`src/rtl/scan3_8_pkg.sv`:
```
// Shared types and constants for the 8-channel scan controller.
// Channel count, select width and the scan FSM state encoding.
package scan_pkg;

    localparam int NUM_CH = 8;
    localparam int CH_W   = 3;

    typedef enum logic [1:0] {
        S_IDLE,
        S_BLANK,
        S_DWELL
    } state_t;

endpackage

```
`src/rtl/scan3_8_next_ch8.sv`:
```
// Rotated priority search: first set mask bit after cur, wrapping, cur itself last.
// With cur=7 this yields the lowest set bit, which the top uses as the scan start.
module next_ch8
    import scan_pkg::*;
(
    input  logic [CH_W-1:0]   cur,
    input  logic [NUM_CH-1:0] mask,
    output logic [CH_W-1:0]   nxt,
    output logic              wrap,
    output logic              any
);

    logic [CH_W-1:0] idx;
    logic            found;

    always_comb begin
        nxt   = cur;
        found = 1'b0;
        idx   = cur;
        // offset NUM_CH truncates to zero, so cur is tested last
        for (int i = 1; i <= NUM_CH; i++) begin
            idx = cur + CH_W'(i);
            if (!found && mask[idx]) begin
                nxt   = idx;
                found = 1'b1;
            end
        end
        any  = |mask;
        wrap = (nxt <= cur);
    end

endmodule

```
`src/rtl/scan3_8.sv`:
```
// Round-robin channel scan with per-channel dwell and blanking, driving a 3-to-8 decoder.
// All outputs are registered; en low or an empty mask returns the scan to IDLE.
module scan3_8
    import scan_pkg::*;
#(
    parameter int DWELL_W   = 16,
    parameter int BLANK_CYC = 4
) (
    input  logic               clk,
    input  logic               rst_n,
    input  logic               en,
    input  logic [NUM_CH-1:0]  mask,
    input  logic [DWELL_W-1:0] dwell,
    output logic [CH_W-1:0]    sel,
    output logic               blank,
    output logic               frame_done
);

    localparam int BCNT_W = (BLANK_CYC > 0) ? $clog2(BLANK_CYC + 1) : 1;
    localparam logic [BCNT_W-1:0] BLANK_LAST = BCNT_W'((BLANK_CYC > 0) ? BLANK_CYC - 1 : 0);

    state_t             state, state_nx;
    logic [CH_W-1:0]    sel_nx;
    logic               blank_nx, frame_done_nx, launch;
    logic [BCNT_W-1:0]  blank_cnt, blank_cnt_nx;
    logic [DWELL_W-1:0] dwell_cnt, dwell_cnt_nx, dwell_load;
    logic [CH_W-1:0]    search_cur, nxt;
    logic               wrap, any;

    // From IDLE the search starts at 7 so the lowest enabled channel wins
    assign search_cur = (state == S_IDLE) ? CH_W'(NUM_CH - 1) : sel;
    assign dwell_load = (dwell == '0) ? '0 : dwell - DWELL_W'(1);

    next_ch8 u_next (
        .cur  (search_cur),
        .mask (mask),
        .nxt  (nxt),
        .wrap (wrap),
        .any  (any)
    );

    always_comb begin
        state_nx      = state;
        sel_nx        = sel;
        blank_nx      = blank;
        frame_done_nx = 1'b0;
        blank_cnt_nx  = blank_cnt;
        dwell_cnt_nx  = dwell_cnt;
        launch        = 1'b0;

        if (!en || !any) begin
            state_nx = S_IDLE;
            blank_nx = 1'b1;
        end else begin
            case (state)
                S_IDLE: begin
                    sel_nx = nxt;
                    launch = 1'b1;
                end
                S_BLANK: begin
                    if (blank_cnt == '0) begin
                        state_nx     = S_DWELL;
                        blank_nx     = 1'b0;
                        dwell_cnt_nx = dwell_load;
                    end else begin
                        blank_cnt_nx = blank_cnt - BCNT_W'(1);
                    end
                end
                S_DWELL: begin
                    if (dwell_cnt == '0) begin
                        sel_nx        = nxt;
                        frame_done_nx = wrap;
                        launch        = 1'b1;
                    end else begin
                        dwell_cnt_nx = dwell_cnt - DWELL_W'(1);
                    end
                end
                default: begin
                    state_nx = S_IDLE;
                    blank_nx = 1'b1;
                end
            endcase
        end

        // Channel start: blanking first, or straight into dwell when there is none
        if (launch) begin
            if (BLANK_CYC > 0) begin
                state_nx     = S_BLANK;
                blank_nx     = 1'b1;
                blank_cnt_nx = BLANK_LAST;
            end else begin
                state_nx     = S_DWELL;
                blank_nx     = 1'b0;
                dwell_cnt_nx = dwell_load;
            end
        end
    end

    always_ff @(posedge clk or negedge rst_n) begin
        if (!rst_n) begin
            state      <= S_IDLE;
            sel        <= '0;
            blank      <= 1'b1;
            frame_done <= 1'b0;
            blank_cnt  <= '0;
            dwell_cnt  <= '0;
        end else begin
            state      <= state_nx;
            sel        <= sel_nx;
            blank      <= blank_nx;
            frame_done <= frame_done_nx;
            blank_cnt  <= blank_cnt_nx;
            dwell_cnt  <= dwell_cnt_nx;
        end
    end

endmodule

```
`config.mk`:
```
export PLATFORM = sky130hd
export DESIGN_NAME = scan3_8
export DESIGN_NICKNAME = d
export VERILOG_FILES = /design/src/rtl/scan3_8_pkg.sv /design/src/rtl/scan3_8_next_ch8.sv /design/src/rtl/scan3_8.sv
export SDC_FILE = /design/constraint.sdc
export NUM_CORES = 1
export LEC_CHECK = 0
export CAP_MARGIN = 20
export CORE_ASPECT_RATIO = 1.5
export CORE_MARGIN = 1
export CORE_UTILIZATION = 40
export CTS_CLUSTER_SIZE = 14
export DETAILED_ROUTE_END_ITERATION = 8
export PLACE_DENSITY_LB_ADDON = 0.3
export SLEW_MARGIN = 10
export SYNTH_ARGS = -nofsm -noshare
export SYNTH_HDL_FRONTEND = slang
export SYNTH_SLANG_ARGS = --single-unit
```
`constraint.sdc`:
```
create_clock -name clk -period 9.5 [get_ports clk]
set_clock_uncertainty 0.2 [all_clocks]
set_input_delay 1.425 -clock clk [delete_from_list [all_inputs] [get_ports clk]]
set_output_delay 1.425 -clock clk [all_outputs]
set_load 0.1 [all_outputs]
```
==> flow_summary.ini <==
[placed_design]
place_hpwl_mm = 5.64
place_congestion = 0.904
io_buffers = 31
place_inst = 433

[layout]
fin_nets = 397
syn2layout_area_growth_pct = 15.3
final_common_cell = nor2_1
fill_cells = 666
num_antenna_cells = 0
fin_cells = 437
final_cell_mix = nor2_1 (36), nand2_1 (31), clkdlybuf4s50_1 (31), dfrtp_1 (25), o21ai_0 (23)
drive_gt1_share_pct = 8.59

[sta]
holdWs_ns = 0.323
tightest_slew_ns = 0.965
rsz0062_at_grt = no
period_minus_slack_ns = 4.78
finalHoldViolations = 0
slew_viol_final = 0
setup_viol = 0
slew_headroom_pct = 35.5
post-route-period-util_pct = 50.3
finalSetupTns_ns = 0
fmax_ghz = 0.209

[synth]
yosysWarnings = 0
ys_types = 71
ys_seq_area_share_pct = 23.8
synthArstFlopShare_pct = 100
synth_flop_cell = dfrtp_1
yosysTopAreaCell = dfrtp_1
synthCells = 339
syn_area_sq_um = 2740
yosys.area.top_type_share_pct = 22.8
synth-edff-count = 0
ys_ff_latch = 26
synth_nets = 374
yosys-top-cells-area = dfrtp_1 (23%), nor2_1 (4.9%), nand2_1 (4.2%), o21ai_0 (4.2%), ha_1 (3.7%)
syn_avg_cell_area_sq_um = 8.08

[floorplanning]
die_height_um = 103
rows = 36
coreArea_sq_um = 6580
die_x_um = 69.6
dieArea_sq_um = 7190
start_util_pct = 41.7
ios = 32

[power_and_ir_drop]
p_per_area_nw_per_um2 = 302
power_leakage_nw = 1.23
irDropWorstVdd_uv = 81.5

[worst_hold_path]
min_path_type = reg2reg

[grt]
grt_max_degree = 27
overflow = 0
grtUsageTotal_pct = 21.7
grt_pass1_wl_mm = 12.6
grtUsageMet3_pct = 1.74
grt_pass1_vias = 2702
antenna_found_initial = 0
grt.busiest_layer = met2
use_met2_pct = 42.0
grtUsageMet1_pct = 23.2

[routing]
drcViolationCount = 0
final_antenna_net_count = 0
vias = 2810
firstDrtPassIters = 5
drtIter0Drc = 175
avgRoutedWirePerCell_um = 16.8
finalWirelength_mm = 7.35
via_per_inst = 6.43

[cts]
htreeDepth = 1
clockBufferDepth = 2
cts-hold-fix-buffers = 0
cts_sinks = 26
insertion_delay_ns = 0.28
cts_tree = yes
numCtsBuffers = 3
cts_setup_buffers = 0
cts_resized = 0
clk_pin_slew_ns = 0.10
clk_root_buffer_cell = clkbuf_8

[critical_path]
cp_max_fo = 9
cp.required_ns = 9.48
end_kind = flop
crit_type = in2reg
arrival_ns = 4.75
start_kind = input pin

[status]
status = completed

[flow_run]
cap_violations = 0
-- where the power goes --
part / leakage (nW) / switching (mW) / internal, mW / total, mW
Sequential: 0.313 / 0.0671 / 0.156 / 0.223
Clock: 0.0357 / 0.0371 / 0.0564 / 0.0935
Combinational: 0.881 / 0.376 / 0.263 / 0.639
Total: 1.23 / 0.480 / 0.475 / 0.955
-- cell families (layout without fill, tap and decap cells) --
kind of cell	count (synthesis)	count (layout)	synth area share, %
xor+xnor	17	17	5.71
compound gates	110	110	29.9
buf+inv	29	51	4.66
mux	14	14	7.35
fa+ha+maj	8	8	3.65
flops	26	26	23.8
simple gates	135	135	25.0
-- cell type report --
type,instances,area [sq um],share of cell area (%)
multi-input combinational,284,1960,62.1
clock inverter,1,30.0,0.950
clock buffer,3,41.3,1.31
timing repair buffer,33,325,10.3
tap,76,95.1,3.01
sequential,26,652,20.6
inverter,14,55.1,1.74
-- cells in the mapped netlist (5+ instances only) --
master / n
a21oi_1: 18
a22o_1: 5
a22oi_1: 6
a31oi_1: 6
a32oi_1: 5
and3_1: 5
clkbuf_1: 8
dfrtp_1: 25
ha_1: 8
inv_1: 12
mux2i_1: 7
nand2_1: 31
nand3_1: 13
nor2_1: 36
nor2b_1: 6
nor3_1: 6
nor3b_1: 6
nor4_1: 8
o21ai_0: 23
xnor2_1: 10
xor2_1: 6
-- worst max-delay path, cell delays in order --
cell and delay (ns):
clkdlybuf4s50_1 0.54, mux4_2 0.56, mux2_4 0.32, a311oi_4 0.45, nand3_2 0.13, o311ai_2 0.31, xnor2_1 0.18, ha_1 0.18
inv_1 0.04, a21o_1 0.16, a21oi_1 0.14, a31oi_1 0.06, nor4_1 0.25
-- worst paths after layout --
kind,start,endpoint,slack [ns],cells after the start
max in group asynchronous,rst_n,blank$_DFFE_PN1P_,7.50,2
min in group asynchronous,rst_n,dwell_cnt[14]$_DFFE_PN0P_,1.31,2
worst min-delay path,blank_cnt[1]$_DFFE_PN0P_,blank_cnt[1]$_DFFE_PN0P_,0.32,2
worst max-delay path,mask[1],frame_done$_DFF_PN0_,4.72,13
worst min register to register,blank_cnt[1]$_DFFE_PN0P_,blank_cnt[1]$_DFFE_PN0P_,0.32,2
worst max register to register,sel[0]$_DFFE_PN0P_,frame_done$_DFF_PN0_,4.82,14
-- per-stage QoR --
stage,setup WS (ns),power [mW],utilization [%],instance area [sq um]
floorplan,4.94,0.706,-,2740
global placement,4.54,0.843,47.0,3090
detailed placement,4.46,0.854,47.0,3090
CTS,4.75,0.952,48.0,3160
global route,4.50,1.03,48.0,3160
finish,4.72,0.955,48.0,3160
-- layer usage --
| metal | vias up | routed length [um] |
|---|---|---|
| li1 | 1334 | - |
| met1 | 1339 | 2870 |
| met2 | 110 | 3900 |
| met3 | 27 | 256 |
| met4 | 0 | 324 |
| met5 | - | 0 |
-- flip-flops by register name (all words and copies together), names as in the netlist --
signal	flops
dwell_cnt	16
blank	1
state	2
blank_cnt	3
sel	3
frame_done	1
Note: power is estimated with default switching activity, not from simulation.
